## src/rtl/native_pkg.sv

```systemverilog
// native_pkg: op encodings and FSM state type shared by the native port arbiter and its arbiter core.
package native_pkg;

    localparam logic [1:0] NAT_OP_NONE  = 2'b00;
    localparam logic [1:0] NAT_OP_READ  = 2'b01;
    localparam logic [1:0] NAT_OP_WRITE = 2'b10;

    typedef enum logic [1:0] {
        IDLE,
        REQ,
        RESP
    } arb_state_t;

endpackage

```

## src/rtl/rr_arbiter.sv

```systemverilog
// rr_arbiter: combinational rotating-priority pick; the search starts one past ptr_i.
// A pointer of NUM_REQ-1 degenerates to fixed priority with index 0 highest.
module rr_arbiter
    import native_pkg::*;
#(
    parameter int NUM_REQ = 2,
    parameter int IDX_W   = (NUM_REQ > 1) ? $clog2(NUM_REQ) : 1
) (
    input  logic [NUM_REQ-1:0] req_i,
    input  logic [IDX_W-1:0]   ptr_i,
    output logic [NUM_REQ-1:0] gnt_o,
    output logic [IDX_W-1:0]   idx_o
);

    logic             found;
    logic [IDX_W-1:0] cand;

    always_comb begin
        gnt_o = '0;
        idx_o = '0;
        found = 1'b0;
        cand  = '0;
        for (int k = 1; k <= NUM_REQ; k++) begin
            cand = IDX_W'((int'(ptr_i) + k) % NUM_REQ);
            if (!found && req_i[cand]) begin
                found       = 1'b1;
                gnt_o[cand] = 1'b1;
                idx_o       = cand;
            end
        end
    end

endmodule

```

## src/rtl/native_port_arbiter.sv

```systemverilog
// native_port_arbiter: shares one valid-ready native memory port among NUM_REQ bridges, one read outstanding.
// Define NATIVE_ARB_RR_EN for round-robin arbitration; otherwise lowest index wins.
module native_port_arbiter
    import native_pkg::*;
#(
    parameter int NUM_REQ    = 2,
    parameter int ADDR_WIDTH = 32,
    parameter int DATA_WIDTH = 256
) (
    input  logic                           clk,
    input  logic                           resetn,
    input  logic [NUM_REQ-1:0]             req_valid,
    output logic [NUM_REQ-1:0]             req_ready,
    input  logic [2*NUM_REQ-1:0]           req_op,
    input  logic [ADDR_WIDTH*NUM_REQ-1:0]  req_addr,
    input  logic [DATA_WIDTH*NUM_REQ-1:0]  req_data,
    output logic [NUM_REQ-1:0]             upd_valid,
    input  logic [NUM_REQ-1:0]             upd_ready,
    output logic [DATA_WIDTH-1:0]          upd_data,
    output logic                           nat_request_valid,
    input  logic                           nat_request_ready,
    output logic [1:0]                     nat_request_op,
    output logic [ADDR_WIDTH-1:0]          nat_request_addr,
    output logic [DATA_WIDTH-1:0]          nat_request_data,
    input  logic                           nat_update_valid,
    output logic                           nat_update_ready,
    input  logic [DATA_WIDTH-1:0]          nat_update_data
);

    localparam int IDX_W = (NUM_REQ > 1) ? $clog2(NUM_REQ) : 1;

    arb_state_t             state_q, state_d;
    logic [IDX_W-1:0]       owner_q, owner_d;
    logic [IDX_W-1:0]       ptr;
    logic [IDX_W-1:0]       win_idx;
    logic [NUM_REQ-1:0]     win_gnt;
    logic [1:0]             own_op;
    logic [ADDR_WIDTH-1:0]  own_addr;
    logic [DATA_WIDTH-1:0]  own_data;

    rr_arbiter #(
        .NUM_REQ (NUM_REQ),
        .IDX_W   (IDX_W)
    ) u_arb (
        .req_i (req_valid),
        .ptr_i (ptr),
        .gnt_o (win_gnt),
        .idx_o (win_idx)
    );

`ifdef NATIVE_ARB_RR_EN
    logic [IDX_W-1:0] ptr_q;

    always_ff @(posedge clk or negedge resetn) begin
        if (!resetn) begin
            ptr_q <= IDX_W'(NUM_REQ - 1);
        end else if (state_q == IDLE && |win_gnt) begin
            ptr_q <= win_idx;
        end
    end

    assign ptr = ptr_q;
`else
    assign ptr = IDX_W'(NUM_REQ - 1);
`endif

    assign own_op   = req_op[2*owner_q +: 2];
    assign own_addr = req_addr[ADDR_WIDTH*owner_q +: ADDR_WIDTH];
    assign own_data = req_data[DATA_WIDTH*owner_q +: DATA_WIDTH];

    // Only reads wait for a response; every other op frees the port on handshake.
    always_comb begin
        state_d = state_q;
        owner_d = owner_q;
        unique case (state_q)
            IDLE: begin
                if (|win_gnt) begin
                    owner_d = win_idx;
                    state_d = REQ;
                end
            end
            REQ: begin
                if (nat_request_ready) begin
                    state_d = (own_op == NAT_OP_READ) ? RESP : IDLE;
                end
            end
            RESP: begin
                if (nat_update_valid && upd_ready[owner_q]) begin
                    state_d = IDLE;
                end
            end
            default: state_d = IDLE;
        endcase
    end

    always_ff @(posedge clk or negedge resetn) begin
        if (!resetn) begin
            state_q <= IDLE;
            owner_q <= '0;
        end else begin
            state_q <= state_d;
            owner_q <= owner_d;
        end
    end

    always_comb begin
        req_ready         = '0;
        nat_request_valid = 1'b0;
        nat_request_op    = '0;
        nat_request_addr  = '0;
        nat_request_data  = '0;
        upd_valid         = '0;
        nat_update_ready  = 1'b0;
        upd_data          = '0;
        if (state_q == REQ) begin
            nat_request_valid  = 1'b1;
            nat_request_op     = own_op;
            nat_request_addr   = own_addr;
            nat_request_data   = own_data;
            req_ready[owner_q] = nat_request_ready;
        end
        if (state_q == RESP) begin
            upd_valid[owner_q] = nat_update_valid;
            nat_update_ready   = upd_ready[owner_q];
            upd_data           = nat_update_data;
        end
    end

`ifndef SYNTHESIS
    // A granted requester may not withdraw before its request is accepted.
    a_req_held: assert property (@(posedge clk) disable iff (!resetn)
        (state_q == REQ) |-> req_valid[owner_q]);
`endif

endmodule

```

## config.mk

```make
export PLATFORM = sky130hd
export DESIGN_NAME = native_port_arbiter
export DESIGN_NICKNAME = d
export VERILOG_FILES = /design/src/rtl/native_pkg.sv /design/src/rtl/rr_arbiter.sv /design/src/rtl/native_port_arbiter.sv
export SDC_FILE = /design/constraint.sdc
export NUM_CORES = 1
export LEC_CHECK = 0
export BUFFER_PORTS_ARGS = -buffer_cell sky130_fd_sc_hd__buf_2
export CAP_MARGIN = 0
export CORE_AREA = 2 2 537 539
export CTS_CLUSTER_DIAMETER = 80
export DETAILED_ROUTE_END_ITERATION = 12
export DIE_AREA = 0 0 539 541
export GPL_TIMING_DRIVEN = 0
export HOLD_SLACK_MARGIN = 0.03
export SLEW_MARGIN = 20
export SYNTH_ARGS = -nofsm -noshare
export SYNTH_HDL_FRONTEND = slang
export SYNTH_SLANG_ARGS = --single-unit
```

## constraint.sdc

```tcl
create_clock -name clk -period 1.5 [get_ports clk]
set_input_delay 0.3 -clock clk [delete_from_list [all_inputs] [get_ports clk]]
set_output_delay 0.3 -clock clk [all_outputs]
set_load 0.005 [all_outputs]
```

==> impl_metrics.json, run 1 <==
{
  "clk_latency_ns": 0.23,
  "combPwrFrac_pct": 98.4,
  "cap_viol_max_count": 0,
  "fmax_ghz": 0.4141,
  "cts_buffers": 3,
  "grt_usage_pct": 15.27,
  "fin_crit_sh_pct": 161.0,
  "syn_to_final_growth_pct": 246.9,
  "hold_viol": 0,
  "grt_pass1_vias": 13730,
  "hold_class": "in2reg",
  "drt_iter0_markers": 1413,
  "gr-total-overflow": 0,
  "ant_nets": 0,
  "ys_warn_count": 0,
  "fin_tns_setup_ns": -345.38,
  "antenna_found_initial": 330,
  "switchingPower_w": 0.02380,
  "chipHeight_um": 541,
  "syn_area_per_cell_um2": 6.832,
  "io_pins": 1396,
  "postSynthCellCount": 954,
  "violations": "negative setup slack",
  "drc": 0,
  "initial_core_util_pct": 2.276,
  "swShare_pct": 61.59,
  "worst_slew_pin_slew_ns": 0.6621,
  "synth_seq_cells": 3,
  "cp.arrival_ns": 2.12,
  "r2r_end": "state_q[1]",
  "period_minus_slack_ns": 2.415,
  "dr.max_layer_used": "met5",
  "layout_commonest_cell": "buf_2",
  "crit_type": "reg2out",
  "wirelength_um": 235200,
  "fin_nets": 3232,
  "end_kind": "primary output",
  "hpwlAfterDp_um": 221200,
  "dieArea_um2": 291600,
  "ir_worst_vdd_uv": 1266,
  "wl_met2_um": 97910,
  "core_um2": 286400,
  "syn_area_um2": 6518,
  "first_pass_iters": 6,
  "power_frac_seq_pct": 0.4,
  "viasPerCell": 2.487,
  "r2r_slack_ns": -0.66,
  "clk_path_buf_depth": 2,
  "numPortBuffers": 1395,
  "layout-drive-gt1-share_pct": 76.41,
  "place_worst_setup_slack_ns": -1.700,
  "synth_cell_type_count": 23,
  "ctsRootBufferMaster": "clkbuf_16",
  "met3_length_um": 39920,
  "clkPwrFrac_pct": 1.1,
  "die_w_um": 539,
  "worst_setup_path_start_kind": "register",
  "syn_nets": 1798,
  "path_max_fanout": 10,
  "p_int_w": 0.01484,
  "rr_startpoint": "owner_q",
  "cts.clk_slew.worst_paths_ns": 0.03,
  "mostFrequentLayoutCells": "buf_2 (1397), nor2_1 (279), mux2i_4 (208), and2_1 (206), mux2i_1 (55)",
  "reg2regPathDepth": 5,
  "m1WireLength_um": 85860,
  "rsz0062_at_grt": "true",
  "via_count": 15720,
  "grt_max_degree": 11,
  "hold_end": "owner_q",
  "grt_pass1_wl_um": 262400,
  "h-tree-depth": 1,
  "setup_viol": 553,
  "required_ns": 1.20,
  "rows": 197,
  "slew_headroom_pct": 54.98,
  "hold-path-cell-count": 2,
  "slew_violations": 0,
  "status": "finished, violations left",
  "powerDensity_nw_per_um2": 1709,
  "seq_area_frac_synth_pct": 1.152,
  "total_leakage_power_nw": 10.02,
  "clkSinkCount": 3,
  "skew_ns": 0.00006652,
  "wl_per_cell_um": 37.21,
  "gp_congestion": 1.204,
  "fin_ws_ns": -0.9150,
  "worstHoldStart": "req_valid[0]",
  "cts_tree": "done"
}
cell usage after synthesis:
cell type,n,area [um^2]
a211oi_1,1,7.510
a21oi_1,3,15.01
and2_1,216,1351
and2_2,40,300.3
and3_1,2,12.51
buf_2,35,175.2
buf_4,1,7.510
buf_6,31,349.1
clkbuf_1,5,18.77
clkbuf_2,20,100.1
clkbuf_8,2,27.53
dfrtp_1,3,75.07
inv_1,3,11.26
mux2i_1,291,2913
nand2_1,1,3.750
nand2b_1,1,6.260
nand3b_1,1,7.510
nor2_1,292,1096
nor2b_1,1,6.260
nor2b_2,1,8.760
nor3_1,2,10.01
o21ai_1,1,5.000
o2bb2a_1,1,10.01
layer usage:
| metal | track usage, % | vias up |
|---|---|---|
| met5 | 0 | - |
| met4 | 5.464 | 174 |
| met3 | 10.92 | 603 |
| met2 | 22.70 | 1775 |
| met1 | 16.78 | 6994 |
| li1 | - | 6173 |
cell families (layout without fill, tap and decap cells):
| logic type | count (synthesis) | in the layout | share of synthesized area, % |
|---|---|---|---|
| and+or+nand+nor | 557 | 557 | 43.00 |
| muxes | 291 | 291 | 44.69 |
| DFF | 3 | 3 | 1.152 |
| AOI/OAI and AO/OA | 6 | 6 | 0.5758 |
| buffers and inverters | 97 | 1530 | 10.58 |
| other | 0 | 152 | 0 |
per-stage QoR:
step / cells / hold WS, ns / utilization (%) / instance area [um^2] / power, W
floorplan: 954 / 0.004409 / - / 6518 / 0.01028
global placement: 6130 / 0.1129 / 6.365 / 18230 / 0.03108
detailed placement: 6137 / 0.1136 / 6.440 / 18450 / 0.03160
CTS: 6151 / 0.2630 / 7.358 / 21070 / 0.03786
global route: 6259 / 0.2747 / 7.841 / 22460 / 0.04068
finish: 6320 / 0.2655 / 7.894 / 22610 / 0.03864
critical path, cell delays in order (launching register included):
cell and delay (ns):
dfrtp_1 0.36, buf_12 0.23, clkbuf_16 0.21, buf_12 0.21
mux2i_4 0.52, nor2_1 0.14, buf_2 0.16
flip-flops by register name, summed over array words and instances (netlist names):
name / count
state_q: 2
owner_q: 1
worst max path at each step:
stage,startpoint,end
after detailed placement,owner_q,nat_request_addr[30]
after global routing,owner_q,nat_request_data[108]
final,owner_q,nat_request_data[148]
after global placement,owner_q,nat_request_data[227]
after CTS,owner_q,nat_request_data[120]
after floorplan,state_q[1],upd_data[103]
what timing repair did:
| action | 4_1_cts | 5_1_grt |
|---|---|---|
| pin swaps | 1 | 7 |
| gates cloned | 1 | 4 |
| resized for setup | 436 | 208 |
| hold buffers | 1 | 0 |
| setup buffers | 8 | 13 |
| endpoints found under the setup margin | 554 | 553 |
| hold endpoints to repair | 3 | 0 |
power by group through the flow:
stage	sequential, W	clock [W]	combinational (W)
2_1_floorplan	0.000149	0	0.0101
3_3_place_gp	0.000156	0	0.0309
3_5_place_dp	0.000157	0	0.0314
4_1_cts	0.000175	0.000432	0.0373
5_1_grt	0.000177	0.000439	0.0401
6_report	0.000171	0.000430	0.0380
layout make-up:
type	instances	area, um^2
fill	33620	263800
multi-input combinational	854	8554
timing repair buffer	1429	7680
tap	3781	4731
buffer	94	1097
antenna	152	380.4
clock buffer	4	78.83
sequential	3	76.32
inverter	3	11.26
Power figures use the tool's default switching activity.
==> run 2, diff against run 1 <==
--- a/config.mk
+++ b/config.mk
@@ -11,7 +11,6 @@
 export CTS_CLUSTER_DIAMETER = 80
 export DETAILED_ROUTE_END_ITERATION = 12
 export DIE_AREA = 0 0 539 541
-export GPL_TIMING_DRIVEN = 0
 export HOLD_SLACK_MARGIN = 0.03
 export SLEW_MARGIN = 20
 export SYNTH_ARGS = -nofsm -noshare
==> impl_metrics.json, run 2 (synthesis results as in run 1) <==
{
  "status": "finished, violations left",
  "violations": "negative setup slack",
  "cts.clk_slew.worst_paths_ns": 0.03,
  "fin_area_um2": 23900,
  "cp.arrival_ns": 1.89,
  "worst_setup_path_start_kind": "register",
  "cts_tree": "done",
  "fin_nets": 3245,
  "cts_buffers": 3,
  "period_minus_slack_ns": 2.194,
  "fmax_ghz": 0.4559,
  "via_count": 14950,
  "p_int_w": 0.01855,
  "die_w_um": 539,
  "setup_viol": 553,
  "crit_type": "reg2out",
  "cap_viol_max_count": 0,
  "grt_pass1_wl_um": 272800,
  "switchingPower_w": 0.02487,
  "hpwlAfterDp_um": 226700,
  "multi_input_area_um2": 6492,
  "powerDensity_nw_per_um2": 1816,
  "fillers": 33830,
  "chipHeight_um": 541,
  "drc": 0,
  "timing.hold.ws_ns": 0.2720,
  "end_kind": "primary output",
  "postPlaceCellArea_um2": 20190,
  "io_pins": 1396,
  "largest_register": "state_q",
  "grt_max_degree": 62,
  "first_pass_iters": 5,
  "swShare_pct": 57.28,
  "ctsRootBufferMaster": "clkbuf_16",
  "ant_nets": 0,
  "largestRegisters": "state_q (2), owner_q (1)",
  "skew_ns": 0.001486,
  "dieArea_um2": 291600,
  "grt_pass1_vias": 13840,
  "clk_latency_ns": 0.23,
  "rsz0062_at_grt": "true",
  "fin_crit_sh_pct": 146.2,
  "largest_register_ffs": 2,
  "core_um2": 286400,
  "combPwrFrac_pct": 98.6,
  "clkPwrFrac_pct": 1.0,
  "numPortBuffers": 1395,
  "finalPower_w": 0.04341,
  "viasPerCell": 2.390,
  "layout_commonest_cell": "buf_2",
  "initial_core_util_pct": 2.276,
  "clkSinkCount": 3,
  "required_ns": 1.20,
  "syn_to_final_growth_pct": 266.7,
  "hold_viol": 0,
  "clk_path_buf_depth": 2,
  "slew_violations": 0,
  "regArea_um2": 78.83,
  "worst_slew_pin_slew_ns": 0.3703,
  "fin_ws_ns": -0.6936,
  "path_max_fanout": 15,
  "gp_congestion": 0.9754,
  "wirelength_um": 240600,
  "hold_class": "in2reg",
  "grt_usage_pct": 15.61,
  "slew_headroom_pct": 74.60,
  "total_leakage_power_nw": 11.03,
  "antenna_found_initial": 319,
  "ir_worst_vdd_uv": 644.4,
  "power_frac_seq_pct": 0.5,
  "drt_iter0_markers": 847,
  "rows": 197,
  "h-tree-depth": 1,
  "mostFrequentLayoutCells": "buf_2 (1034), mux2i_1 (248), nor2_1 (215), buf_12 (140), buf_6 (133)",
  "gr-total-overflow": 0,
  "layout-drive-gt1-share_pct": 75.04,
  "wl_per_cell_um": 38.44
}
## run 2: area by class of cell
class / count / area share, %
Clock buffer: 4 / 0.3298
Inverter: 3 / 0.04711
Tap cell: 3781 / 19.79
Multi-Input combinational cell: 854 / 27.16
Timing Repair Buffer: 1536 / 51.53
Antenna cell: 77 / 0.8061
Sequential cell: 3 / 0.3298
## run 2: final timing paths
kind                               from                   end  slack (ns)  cells after the start
setup / recovery                owner_q  nat_request_data[62]       -0.69                      6
hold / removal             req_valid[0]               owner_q        0.27                      2
setup reg to reg             state_q[1]            state_q[1]       -0.36                      8
min in group asynchronous        resetn            state_q[0]        0.51                      2
max in group asynchronous        resetn               owner_q        0.87                      2
hold reg to reg              state_q[1]            state_q[0]        0.66                      3
## run 2: metrics by stage
stage,utilization [%],instances,setup TNS (ns),worst slack [ns]
2_1_floorplan,-,954,0,0.07416
3_3_place_gp,7.049,6112,-147.90,-0.3859
3_5_place_dp,7.049,6112,-166.56,-0.4664
4_1_cts,7.576,6145,-296.52,-0.6502
5_1_grt,8.293,6198,-317.53,-0.7032
6_report,8.345,6258,-288.74,-0.6936
## run 2: repair_timing
item | in CTS | in global routing
gates resized for setup | 319 | 469
pin swaps | 31 | 83
endpoints found under the setup margin | 553 | 553
hold buffers | 1 | 0
hold endpoints to repair | 3 | 0
buffers inserted | 19 | 11
cloned | 9 | 27
## run 2: worst max-delay path, cell delays in order (launching register included)
cell and delay, ns:
dfrtp_4 0.53, buf_12 0.18, buf_16 0.18, buf_16 0.16, mux2i_1 0.12, nor2_1 0.22
buf_2 0.20
## run 2: routing by layer
metal | vias to the layer above | global-route usage [%] | part of all wire (%)
li1 | 6104 | - | -
met1 | 6588 | 19.24 | 42
met2 | 1448 | 24.39 | 43
met3 | 602 | 8.733 | 13
met4 | 212 | 1.221 | 1.8
met5 | - | 0 | 0.58
## run 2: power groups by stage
stage	combinational, W	clock (W)	sequential (W)
2_1_floorplan	0.0101	0	0.000149
3_3_place_gp	0.0381	0	0.000178
3_5_place_dp	0.0382	0	0.000183
4_1_cts	0.0410	0.000434	0.000179
5_1_grt	0.0453	0.000443	0.000202
6_report	0.0428	0.000430	0.000198
